File: src/rtl/inert_burst_intf.sv
// Inertial-sensor SPI front end.
// Brings the sensor up with a fixed configuration sequence, then on every
// data-ready interrupt reads NUM_CH consecutive 16-bit registers (low byte
// first) through an external SPI monarch and publishes them as one coherent
// snapshot together with a single-cycle vld pulse.
//
// SPI handshake: spi_wrt is a one-clock request carrying spi_cmd. Exactly one
// transaction may be outstanding; the next spi_wrt is only raised on the same
// edge that samples the spi_done pulse closing the previous one, and spi_cmd
// is forced to zero on every cycle without spi_wrt. spi_rd_data[7:0] is taken
// on the spi_done cycle; the upper byte is ignored.
//
// state_dbg_o encoding: 0 STARTUP, 1 CFG1, 2 CFG2, 3 CFG_WAIT, 4 WAIT_INT,
// 5 RD_L, 6 RD_H, 7 PUBLISH.
module inert_burst_intf #(
  parameter int         NUM_CH       = 3,
  parameter logic [6:0] BASE_ADDR    = 7'h22,
  parameter int         STARTUP_BITS = 16,
  parameter int         TO_BITS      = 20
) (
  input  logic                   clk,
  input  logic                   rst_n,
  input  logic                   en,
  input  logic                   INT,
  input  logic                   spi_done,
  input  logic [15:0]            spi_rd_data,
  output logic                   spi_wrt,
  output logic [15:0]            spi_cmd,
  output logic [16*NUM_CH-1:0]   samples,
  output logic                   vld,
  output logic                   busy,
  output logic                   cfg_done,
  output logic                   int_timeout,
  output logic [2:0]             state_dbg_o
);

  typedef enum logic [2:0] {
    ST_STARTUP  = 3'd0,
    ST_CFG1     = 3'd1,
    ST_CFG2     = 3'd2,
    ST_CFG_WAIT = 3'd3,
    ST_WAIT_INT = 3'd4,
    ST_RD_L     = 3'd5,
    ST_RD_H     = 3'd6,
    ST_PUBLISH  = 3'd7
  } state_t;

  localparam logic [15:0] CMD_CFG0 = 16'h0D02;
  localparam logic [15:0] CMD_CFG1 = 16'h1160;
  localparam logic [15:0] CMD_CFG2 = 16'h1440;

  localparam logic [STARTUP_BITS-1:0] SU_ONES = {STARTUP_BITS{1'b1}};
  localparam logic [STARTUP_BITS-1:0] SU_LAST = SU_ONES - STARTUP_BITS'(1);
  localparam logic [TO_BITS-1:0]      TO_ONES = {TO_BITS{1'b1}};
  localparam logic [2:0]              LAST_CH = 3'(NUM_CH - 1);

  state_t                    state_q;
  logic [STARTUP_BITS-1:0]   su_cnt_q;
  logic [TO_BITS-1:0]        to_cnt_q;
  logic [2:0]                ch_q;
  logic                      spi_wrt_q;
  logic [15:0]               spi_cmd_q;
  logic [16*NUM_CH-1:0]      samples_q;
  logic                      vld_q;
  logic                      busy_q;
  logic                      cfg_done_q;
  logic                      int_to_q;
  logic [15:0]               stg_q [NUM_CH];
  logic                      int_meta_q;
  logic                      int_sync_q;

  // Only the low byte of each read carries register data.
  logic unused_rd_hi;
  assign unused_rd_hi = ^spi_rd_data[15:8];

  // Sensor register address for channel ch, low (hi=0) or high (hi=1) byte;
  // wraps modulo 128 like the sensor's own auto-increment.
  function automatic logic [6:0] reg_addr(input logic [2:0] ch, input logic hi);
    return BASE_ADDR + {3'b000, ch, hi};
  endfunction

  // SPI read command: bit 15 set selects a read of the given address.
  function automatic logic [15:0] rd_cmd(input logic [6:0] addr);
    return {1'b1, addr, 8'h00};
  endfunction

  // Two-flop synchroniser for the asynchronous data-ready interrupt.
  always_ff @(posedge clk or negedge rst_n) begin
    if (!rst_n) begin
      int_meta_q <= 1'b0;
      int_sync_q <= 1'b0;
    end else begin
      int_meta_q <= INT;
      int_sync_q <= int_meta_q;
    end
  end

  // Main sequencer: power-up wait, configuration writes, burst reads and publish.
  always_ff @(posedge clk or negedge rst_n) begin
    if (!rst_n) begin
      state_q    <= ST_STARTUP;
      su_cnt_q   <= '0;
      to_cnt_q   <= '0;
      ch_q       <= '0;
      spi_wrt_q  <= 1'b0;
      spi_cmd_q  <= '0;
      samples_q  <= '0;
      vld_q      <= 1'b0;
      busy_q     <= 1'b0;
      cfg_done_q <= 1'b0;
      int_to_q   <= 1'b0;
      for (int k = 0; k < NUM_CH; k++) stg_q[k] <= '0;
    end else begin
      // Pulse outputs default low; spi_cmd is zero whenever spi_wrt is low.
      spi_wrt_q <= 1'b0;
      spi_cmd_q <= '0;
      vld_q     <= 1'b0;
      int_to_q  <= 1'b0;
      case (state_q)
        ST_STARTUP: begin
          su_cnt_q <= su_cnt_q + STARTUP_BITS'(1);
          if (su_cnt_q == SU_LAST) begin
            spi_wrt_q <= 1'b1;
            spi_cmd_q <= CMD_CFG0;
            state_q   <= ST_CFG1;
          end
        end
        ST_CFG1: begin
          if (spi_done) begin
            spi_wrt_q <= 1'b1;
            spi_cmd_q <= CMD_CFG1;
            state_q   <= ST_CFG2;
          end
        end
        ST_CFG2: begin
          if (spi_done) begin
            spi_wrt_q <= 1'b1;
            spi_cmd_q <= CMD_CFG2;
            state_q   <= ST_CFG_WAIT;
          end
        end
        ST_CFG_WAIT: begin
          if (spi_done) begin
            cfg_done_q <= 1'b1;
            to_cnt_q   <= '0;
            state_q    <= ST_WAIT_INT;
          end
        end
        ST_WAIT_INT: begin
          ch_q <= '0;
          if (int_sync_q && en) begin
            // Level-sensitive start: INT still high after a burst starts another.
            spi_wrt_q <= 1'b1;
            spi_cmd_q <= rd_cmd(reg_addr(3'd0, 1'b0));
            busy_q    <= 1'b1;
            to_cnt_q  <= '0;
            state_q   <= ST_RD_L;
          end else if (int_sync_q || !en) begin
            to_cnt_q <= '0;
          end else begin
            to_cnt_q <= to_cnt_q + TO_BITS'(1);
            if (to_cnt_q == TO_ONES) begin
              // Sensor went silent: redo configuration, skipping the power-up wait.
              int_to_q   <= 1'b1;
              cfg_done_q <= 1'b0;
              spi_wrt_q  <= 1'b1;
              spi_cmd_q  <= CMD_CFG0;
              state_q    <= ST_CFG1;
            end
          end
        end
        ST_RD_L: begin
          if (spi_done) begin
            for (int k = 0; k < NUM_CH; k++) begin
              if (ch_q == 3'(k)) stg_q[k][7:0] <= spi_rd_data[7:0];
            end
            spi_wrt_q <= 1'b1;
            spi_cmd_q <= rd_cmd(reg_addr(ch_q, 1'b1));
            state_q   <= ST_RD_H;
          end
        end
        ST_RD_H: begin
          if (spi_done) begin
            for (int k = 0; k < NUM_CH; k++) begin
              if (ch_q == 3'(k)) stg_q[k][15:8] <= spi_rd_data[7:0];
            end
            if (ch_q < LAST_CH) begin
              ch_q      <= ch_q + 3'd1;
              spi_wrt_q <= 1'b1;
              spi_cmd_q <= rd_cmd(reg_addr(ch_q + 3'd1, 1'b0));
              state_q   <= ST_RD_L;
            end else begin
              state_q <= ST_PUBLISH;
            end
          end
        end
        ST_PUBLISH: begin
          // All channels land together so consumers never see a mixed snapshot.
          for (int k = 0; k < NUM_CH; k++) samples_q[16*k +: 16] <= stg_q[k];
          vld_q   <= 1'b1;
          busy_q  <= 1'b0;
          state_q <= ST_WAIT_INT;
        end
        default: state_q <= ST_STARTUP;
      endcase
    end
  end

  assign spi_wrt     = spi_wrt_q;
  assign spi_cmd     = spi_cmd_q;
  assign samples     = samples_q;
  assign vld         = vld_q;
  assign busy        = busy_q;
  assign cfg_done    = cfg_done_q;
  assign int_timeout = int_to_q;
  assign state_dbg_o = state_q;

endmodule

File: config.mk
export PLATFORM = sky130hd
export DESIGN_NAME = inert_burst_intf
export DESIGN_NICKNAME = d
export VERILOG_FILES = /design/src/rtl/inert_burst_intf.sv
export SDC_FILE = /design/constraint.sdc
export NUM_CORES = 1
export LEC_CHECK = 0
export CORE_MARGIN = 1
export CORE_UTILIZATION = 50
export CTS_BUF_LIST = sky130_fd_sc_hd__clkbuf_8
export CTS_CLUSTER_SIZE = 12
export DETAILED_ROUTE_END_ITERATION = 12
export DONT_BUFFER_PORTS = 1
export SETUP_SLACK_MARGIN = 0.1
export SYNTH_ARGS = -nofsm -noshare
export SYNTH_HDL_FRONTEND = slang
export SYNTH_SLANG_ARGS = --single-unit
File: constraint.sdc
create_clock -name clk -period 2.2 [get_ports clk]
set_clock_uncertainty 0.1 [all_clocks]
set_input_delay 0.33 -clock clk [delete_from_list [all_inputs] [get_ports clk]]
set_output_delay 0.33 -clock clk [all_outputs]
set_load 0.01 [all_outputs]
==> results.cfg, run 1 <==
[outcome]
status = complete, but fails checks
violations = negative hold slack

[synthesis]
synthCells = 499
seq_area_frac_synth_pct = 60.0
synth_top_family_by_area = multiplexers
synth-adder-area-share_pct = 1.56
yosys.cell_types.count = 47
synthXorXnorAreaFrac_pct = 2.45
avgSynthCellArea_um2 = 12.9
synthMuxAreaShare_pct = 16.8
synth-edff-count = 0
async_reset_ff_share_pct = 100
synth.cell_area_um2 = 6430
synth_flop_cell = dfrtp_1
synthMostInstantiatedCell = dfrtp_1
synth_compound_area_share_pct = 5.72
synth_top_area_share_pct = 60.0
ys_warn_count = 0
synth-seq-cells = 154
synthTopCellsByArea = dfrtp_1, mux2_2, o21ai_0
yosys.area_share.simple_pct = 10.9
ys_top_cells_by_count = dfrtp_1, mux2_2, nand2_1
synth_top_area_cell = dfrtp_1

[cells_and_area]
area_growth_pct = 12.3
drive_above_1_share_pct = 28.6
finish.utilization_pct = 57.4
n_antenna_cell = 0
fin_area_um2 = 7220
final_nets = 559

[power_and_ir_drop]
power_density_nw_per_um2 = 698
peakVddDrop_v = 0.000680
power.leakage_nw = 3.57

[critical_path]
r2r-start = state_dbg_o[1]
worst_setup_path_start_kind = register
critPathKind = reg2reg
r2r_end = stg_q[18]
arrival_ps = 2270
end_kind = register
regToRegSetupSlack_ps = 160
reg2regPathDepth = 4
required_ps = 2430
cp_max_fo = 9

[detailed_routing]
final_antenna_net_count = 0
dr_total_vias = 3876
dr.pass1.iters = 5
viasPerCell = 5.43
drt-initial-drc-count = 199
wl_per_cell_um = 17.1
drt_wl_total_mm = 12.2
drc = 0

[floorplan]
row_count = 41
initial_core_util_pct = 51.1
coreArea_um2 = 12600
ioPinCount = 93
die_x_um = 115
die_y_um = 115
dieArea_um2 = 13300

[cts]
hold_buffers = 10
htree_levels = 4
clockBufferDepth = 2
clock-sinks = 154
clk_latency_ps = 450
numCtsBuffers = 17
cts_tree = built
path_clk_slew_ps = 90
cts_root_buf = clkbuf_8

[global_route]
grt_max_degree = 155
antenna_found_initial = 0
grt_pass1_vias = 3845
gr-usage-all-layers_pct = 20.0
grt_pass1_wl_mm = 19.9
gr-total-overflow = 0

[placement]
dp_hpwl_mm = 8.03
placed_cell_area_um2 = 6700
place.gp.congestion = 0.780
portBuffers = 0

[sta]
worst_slew_pin_slew_ps = 582
finalSetupViolCount = 0
fin_setup_tns_ps = 0
fin_hold_ws_ps = -529
slew_headroom_pct = 60.8
min_period_ps = 2040
grt_setup_unrepaired = yes
post-route-period-util_pct = 92.9
fmax_mhz = 490
hold_viol = 154
maxSlewViolCount = 0

[hold_path]
holdCritPathClass = in2async

[flow_run]
maxCapViolations = 0
==> critical path: stages (launching register included) <==
cell and delay, ps:
dfrtp_1 480, nand3b_1 220, nor3b_1 360, nand2_1 350
mux2_1 400
==> area by class of cell <==
type / instances / area (um2)
repair buffers: 29 / 268
inverters: 10 / 37.5
well taps: 172 / 215
fillers: 1063 / 5350
clock buffers: 17 / 234
flip-flops and latches: 154 / 3860
clock inverters: 14 / 171
multi-input cells: 318 / 2440
==> report_power, final <==
group	internal [mW]	leakage [nW]	switching (mW)	total, mW
Clock	1.12	0.204	1.05	2.17
Combinational	0.0146	1.24	0.0224	0.0370
Sequential	2.83	2.12	0.00146	2.83
Total	3.97	3.57	1.07	5.04
==> logic make-up (layout without fill, tap and decap cells) <==
family          count (synthesis)  count (layout)
xor+xnor                       18              18
other cells                     1               6
simple gates                  128             128
compound gates                 62              62
mux                            96              96
buf+inv                        32              70
fa+ha+maj                       8               8
flops                         154             154
==> metal layers <==
layer	wire length (um)	track usage, %
met1	5390	25.2
met2	5800	31.1
met3	856	8.54
met4	138	6.75
met5	0	0
==> worst max path at each step <==
stage	cells past startpoint	to	startpoint	slack, ps
6_report	4	stg_q[18]	state_dbg_o[1]	160
5_1_grt	4	stg_q[6]	state_dbg_o[1]	70
4_1_cts	5	su_cnt_q[15]	state_dbg_o[1]	130
3_5_place_dp	5	su_cnt_q[15]	state_dbg_o[1]	160
3_3_place_gp	5	su_cnt_q[15]	state_dbg_o[1]	200
2_1_floorplan	6	su_cnt_q[15]	state_dbg_o[0]	230
==> timing repair <==
action,in CTS,in global routing
endpoints found under the hold margin,206,154
endpoints found under the setup margin,0,14
resized for setup,0,3
setup buffers,0,1
==> metrics by stage <==
stage          power (mW)  setup slack (ps)  hold slack [ps]  cells
2_1_floorplan        2.91               234            -65.6    504
3_3_place_gp         2.90               198            -61.0    672
3_5_place_dp         2.90               157            -60.3    672
4_1_cts              5.11               131             -566    713
5_1_grt              5.24              73.3             -575    714
6_report             5.04               157             -529    714
==> state kept, by name (all words and copies together), names as in the netlist <==
signal / cells
vld: 1
samples: 48
int_meta_q: 1
int_sync_q: 1
su_cnt_q: 16
ch_q: 3
cfg_done: 1
busy: 1
int_timeout: 1
state_dbg_o: 3
spi_wrt: 1
to_cnt_q: 20
stg_q: 48
spi_cmd: 9
==> cell usage in the layout (no fill, tap or decap), drive strengths merged, types with 3 or more instances in the layout <==
master / n
a21oi: 9
a31oi: 8
and3: 6
buf: 19
bufinv: 3
clkbuf: 17
clkinv: 5
conb: 6
dfrtp: 154
dlygate4sd3: 10
ha: 8
inv: 14
mux2: 96
nand2: 33
nand2b: 4
nand3: 26
nand4: 10
nor2: 21
nor3: 3
nor3b: 4
nor4: 4
o21ai: 31
o31ai: 3
o41ai: 3
or3: 3
xnor2: 10
xor2: 8
(Power assumes the default switching activity.)
==> inputs of run 2 (changes only) <==
--- a/config.mk
+++ b/config.mk
@@ -11,6 +11,7 @@
 export CTS_CLUSTER_SIZE = 12
 export DETAILED_ROUTE_END_ITERATION = 12
 export DONT_BUFFER_PORTS = 1
+export PLACE_DENSITY = 0.68
 export SETUP_SLACK_MARGIN = 0.1
 export SYNTH_ARGS = -nofsm -noshare
 export SYNTH_HDL_FRONTEND = slang
==> constraint.sdc (replaced) <==
create_clock -name clk -period 1.82 [get_ports clk]
set_clock_uncertainty 0.1 [all_clocks]
set_input_delay 0.273 -clock clk [delete_from_list [all_inputs] [get_ports clk]]
set_output_delay 0.273 -clock clk [all_outputs]
set_load 0.01 [all_outputs]
==> run 2 against run 1 <==
Compared with the run above:
- the flow finishes with violations (negative hold slack, negative setup slack)
- worst setup slack worse by 190 ps
- cell count up 5.6%
- core utilization up 5.0 points
- clock-buffer cell count unchanged
- worst hold slack worse by 61 ps
- register-to-register slack worse by 190 ps
- sequential share of layout area down 4.3 points
- critical endpoint is now su_cnt_q[8]
- largest cell class unchanged
==> results.cfg, run 2 (same netlist as run 1, synthesis figures left out) <==
[outcome]
status = complete, but fails checks
violations = negative hold slack, negative setup slack

[detailed_routing]
final_antenna_net_count = 0
dr_total_vias = 4050
viasPerCell = 5.37
dr.pass1.iters = 4
drc = 0
wl_per_cell_um = 17.4
drt-initial-drc-count = 209
drt_wl_total_mm = 13.1

[sta]
hold_viol = 154
setup_ws_ps = -31.5
grt_setup_unrepaired = yes
maxSlewViolCount = 0
min_period_ps = 1850
fmax_mhz = 540
finalSetupViolCount = 3
post-route-period-util_pct = 102
fin_hold_ws_ps = -590

[cells_and_area]
drive_above_1_share_pct = 40.2
n_antenna_cell = 0
area_growth_pct = 22.2
final_nets = 598
layout_commonest_cell = dfrtp_1
layout_common_cells = dfrtp_1, mux2_2, buf_4, nand2_1, o21ai_0

[placement]
place.gp.congestion = 0.783
dp_hpwl_mm = 8.32
portBuffers = 0

[floorplan]
die_y_um = 115
row_count = 41
ioPinCount = 93
dieArea_um2 = 13300
die_x_um = 115
initial_core_util_pct = 51.1
coreArea_um2 = 12600

[global_route]
grt_pass1_vias = 4181
antenna_found_initial = 0
grt_pass1_wl_mm = 21.3
gr-total-overflow = 0
grt_max_degree = 155
gr-usage-all-layers_pct = 21.3

[cts]
clockBufferDepth = 2
numCtsBuffers = 17
cts_root_buf = clkbuf_8
path_clk_slew_ps = 90
hold_buffers = 11
cts_tree = built
clock-sinks = 154
clk_latency_ps = 440
htree_levels = 4

[critical_path]
end_kind = register
arrival_ps = 2110
r2r-start = state_dbg_o[1]
critPathKind = reg2reg
setup.worst_path.start = state_dbg_o[1]
worst_setup_path_start_kind = register
cp_max_fo = 5
required_ps = 2080

[power_and_ir_drop]
power_mw = 6.21
peakVddDrop_v = 0.00131
power.leakage_nw = 3.83
power_density_nw_per_um2 = 790

[hold_path]
holdCritPathClass = in2async

[flow_run]
maxCapViolations = 0
## run 2: cell types whose count changed in the layout (fill, tap and decap cells not counted), moves of 3 or more
cell / previous run / this run
nor2_1: 21 / 15
o21ai_1: 0 / 5
nand2_2: 0 / 3
buf_4: 17 / 44
nor2_4: 0 / 5
buf_6: 0 / 11
nand2_8: 0 / 3
clkinv_4: 3 / 0
o21ai_0: 31 / 24
nand3_2: 0 / 6
nand3_1: 26 / 19
nand2_1: 33 / 26
dfrtp_2: 2 / 5
dfrtp_1: 152 / 149
## run 2: worst paths after layout
path | to | slack (ps) | cells after the start
setup / recovery | su_cnt_q[8] | -30 | 5
hold / removal | samples[35] | -590 | 0
setup reg to reg | su_cnt_q[8] | -30 | 5
hold reg to reg | int_sync_q | 260 | 0
max in group asynchronous | to_cnt_q[0] | 1880 | 0
min in group clk | state_dbg_o[2] | 30 | 4
## run 2: repair_timing
item / CTS / global route
setup endpoints to repair: 71 / 120
cloned: 0 / 0
pin swaps: 13 / 17
buffers inserted: 8 / 7
endpoints found under the hold margin: 208 / 154
gates resized for setup: 24 / 42
## run 2: through the flow
step	utilization (%)	instance area, um2	setup TNS (ps)	instances	setup WS (ps)
3_3_place_gp	55.4	6960	-23.1	697	-16.2
3_5_place_dp	55.4	6960	-186	697	-30.4
2_1_floorplan	-	6550	-117	504	-53.1
4_1_cts	60.6	7620	0	748	16.0
5_1_grt	62.5	7850	-1100	754	-89.3
6_report	62.5	7850	-52.1	754	-31.5
## run 2: worst max-delay path, stage by stage (launching register included)
cell	delay (ps)
dfrtp_2	440
or3_4	400
or3_4	420
nor2_4	120
buf_4	120
xor2_1	160
## run 2: routing by layer
metal | vias up | routed length (um) | track usage, %
li1 | 1894 | - | -
met1 | 2052 | 5420 | 25.6
met2 | 92 | 6650 | 35.2
met3 | 12 | 926 | 8.80
met4 | 0 | 139 | 5.63
met5 | - | 0 | 0
## run 2: power breakdown
| group | leakage [nW] | internal, mW | total (mW) | switching, mW |
|---|---|---|---|---|
| Clock | 0.209 | 1.39 | 2.74 | 1.35 |
| Sequential | 2.11 | 3.42 | 3.42 | 0.00181 |
| Combinational | 1.50 | 0.0192 | 0.0477 | 0.0285 |
| Total | 3.83 | 4.83 | 6.21 | 1.38 |
## run 2: final cells by class
type                            count  area (um2)
Fill cell                         962        4710
Sequential cell                   154        3860
Multi-Input combinational cell    318        2720
Timing Repair Buffer               68         604
Clock buffer                       17         234
Tap cell                          172         215
Clock inverter                     15         188
Inverter                           10        37.5
==> inputs of run 3 (changes only) <==
--- a/config.mk
+++ b/config.mk
@@ -5,6 +5,7 @@
 export SDC_FILE = /design/constraint.sdc
 export NUM_CORES = 1
 export LEC_CHECK = 0
+export CORE_ASPECT_RATIO = 0.75
 export CORE_MARGIN = 1
 export CORE_UTILIZATION = 50
 export CTS_BUF_LIST = sky130_fd_sc_hd__clkbuf_8
@@ -13,6 +14,7 @@
 export DONT_BUFFER_PORTS = 1
 export PLACE_DENSITY = 0.68
 export SETUP_SLACK_MARGIN = 0.1
+export SKIP_CTS_REPAIR_TIMING = 1
 export SYNTH_ARGS = -nofsm -noshare
 export SYNTH_HDL_FRONTEND = slang
 export SYNTH_SLANG_ARGS = --single-unit
==> run 3 against run 2 <==
Compared with the run above:
- the run still ends with negative hold slack, negative setup slack left
- critical path depth is the same
- register-to-register slack is essentially flat
- critical endpoint is now su_cnt_q[14]
- largest cell class unchanged
- sequential share of layout area grew 0.18 points
- wire length grew 4.3%
- clock-buffer cell count is the same
- non-clock buffer count shrank 4
==> results.cfg, run 3 (same netlist as run 1, synthesis figures left out) <==
[cells_and_area]
fin_area_um2 = 7830
drive_above_1_share_pct = 40.5
final_nets = 594
layout_commonest_cell = dfrtp_1
ff_latch_area_um2 = 3860
final_cells = 744
multi_input_area_um2 = 2740
n_antenna_cell = 0
area_growth_pct = 21.7
nFillCells = 953
finish.utilization_pct = 63.1
layout_common_cells = dfrtp_1, mux2_2, buf_4, nand2_1, nand3_1

[detailed_routing]
final_antenna_net_count = 0
drt_wl_total_mm = 13.7
dr.pass1.iters = 4
drc = 0
wl_per_cell_um = 18.4
drt-initial-drc-count = 304
dr_total_vias = 4170
viasPerCell = 5.60

[placement]
dp_hpwl_mm = 8.74
post-place-ws_ps = -88.5
portBuffers = 0
place.gp.congestion = 0.840
placed_cell_area_um2 = 6930
place_inst = 688

[outcome]
violations = negative hold slack, negative setup slack
status = complete, but fails checks

[global_route]
grt_max_degree = 155
grt_pass1_wl_mm = 21.0
gr-usage-all-layers_pct = 20.6
gr-total-overflow = 0
antenna_found_initial = 0
grt_pass1_vias = 4014

[critical_path]
r2r_end = su_cnt_q[14]
arrival_ps = 2080
worst_setup_path_start_kind = register
r2r-start = state_dbg_o[1]
crit_slowest_cell = dfrtp_2
reg2regPathDepth = 5
cp_slowest_stage_delay_ps = 440
critPathMostFrequentCell = or3_4
path_cells = or3_4 -> or3_4 -> nor2_4 -> nand3_2 -> xnor2_2
critPathKind = reg2reg
end_kind = register
regToRegSetupSlack_ps = -50
required_ps = 2030
cp_max_fo = 5

[power_and_ir_drop]
power.leakage_nw = 3.86
peakVddDrop_v = 0.000603
power_density_nw_per_um2 = 782
power_mw = 6.12

[sta]
maxSlewViolCount = 0
setup_ws_ps = -46.0
fin_hold_ws_ps = -567
grt_setup_unrepaired = yes
post-route-period-util_pct = 103
fin_setup_tns_ps = -159
fmax_mhz = 536
min_period_ps = 1870
finalSetupViolCount = 7
hold_viol = 154

[cts]
cts_root_buf = clkbuf_8
cts_tree = built
path_clk_slew_ps = 80
htree_levels = 4
clock-sinks = 154
clk_latency_ps = 430
clockBufferDepth = 2
numCtsBuffers = 17

[hold_path]
holdCritPathClass = in2async

[floorplan]
ioPinCount = 93
row_count = 35
die_x_um = 133
initial_core_util_pct = 51.9
die_y_um = 100
coreArea_um2 = 12400
dieArea_um2 = 13300

[flow_run]
maxCapViolations = 0
==> run 3: changes by cell type in the layout (fill, tap and decap cells not counted), sizes merged <==
cell         previous run  this run
inv                    18        15
dlygate4sd3            11        10
clkinvlp                3         1
clkinv                  1         6
buf                    57        54
==> run 3: layout make-up <==
type	count	area share [%]
Multi-Input combinational cell	318	35.0
Clock inverter	15	2.24
Inverter	10	0.480
Timing Repair Buffer	64	7.36
Clock buffer	17	2.99
Sequential cell	154	49.3
Tap cell	166	2.65
==> run 3: layer usage <==
layer	wire, um	part of all wire [%]	global-route usage, %	vias to the layer above
met5	0	0	0	-
met4	119	0.87	5.84	0
met3	807	5.9	6.26	11
met2	6500	47	31.6	108
met1	6280	46	28.6	2141
li1	-	-	-	1910
==> run 3: where the power goes <==
group          internal (mW)  total, mW  switching, mW  leakage [nW]
Sequential              3.42       3.42        0.00240          2.11
Combinational         0.0178     0.0507         0.0329          1.53
Clock                   1.36       2.65           1.28         0.215
==> run 3: worst max path at each step <==
stage,from,to,slack (ps)
floorplan,state_dbg_o[0],su_cnt_q[10],-50
global placement,state_dbg_o[2],spi_cmd[10],-50
detailed placement,state_dbg_o[0],stg_q[35],-90
CTS,state_dbg_o[0],stg_q[29],-120
global route,to_cnt_q[0],state_dbg_o[0],-120
finish,state_dbg_o[1],su_cnt_q[14],-50
==> run 3: worst max-delay path: cells and delay by family, from the launching register on <==
kind | cells | cell delay, ps
and+or+nand+nor | 4 | 1080
DFF | 1 | 440
xor gates and xnor gates | 1 | 140
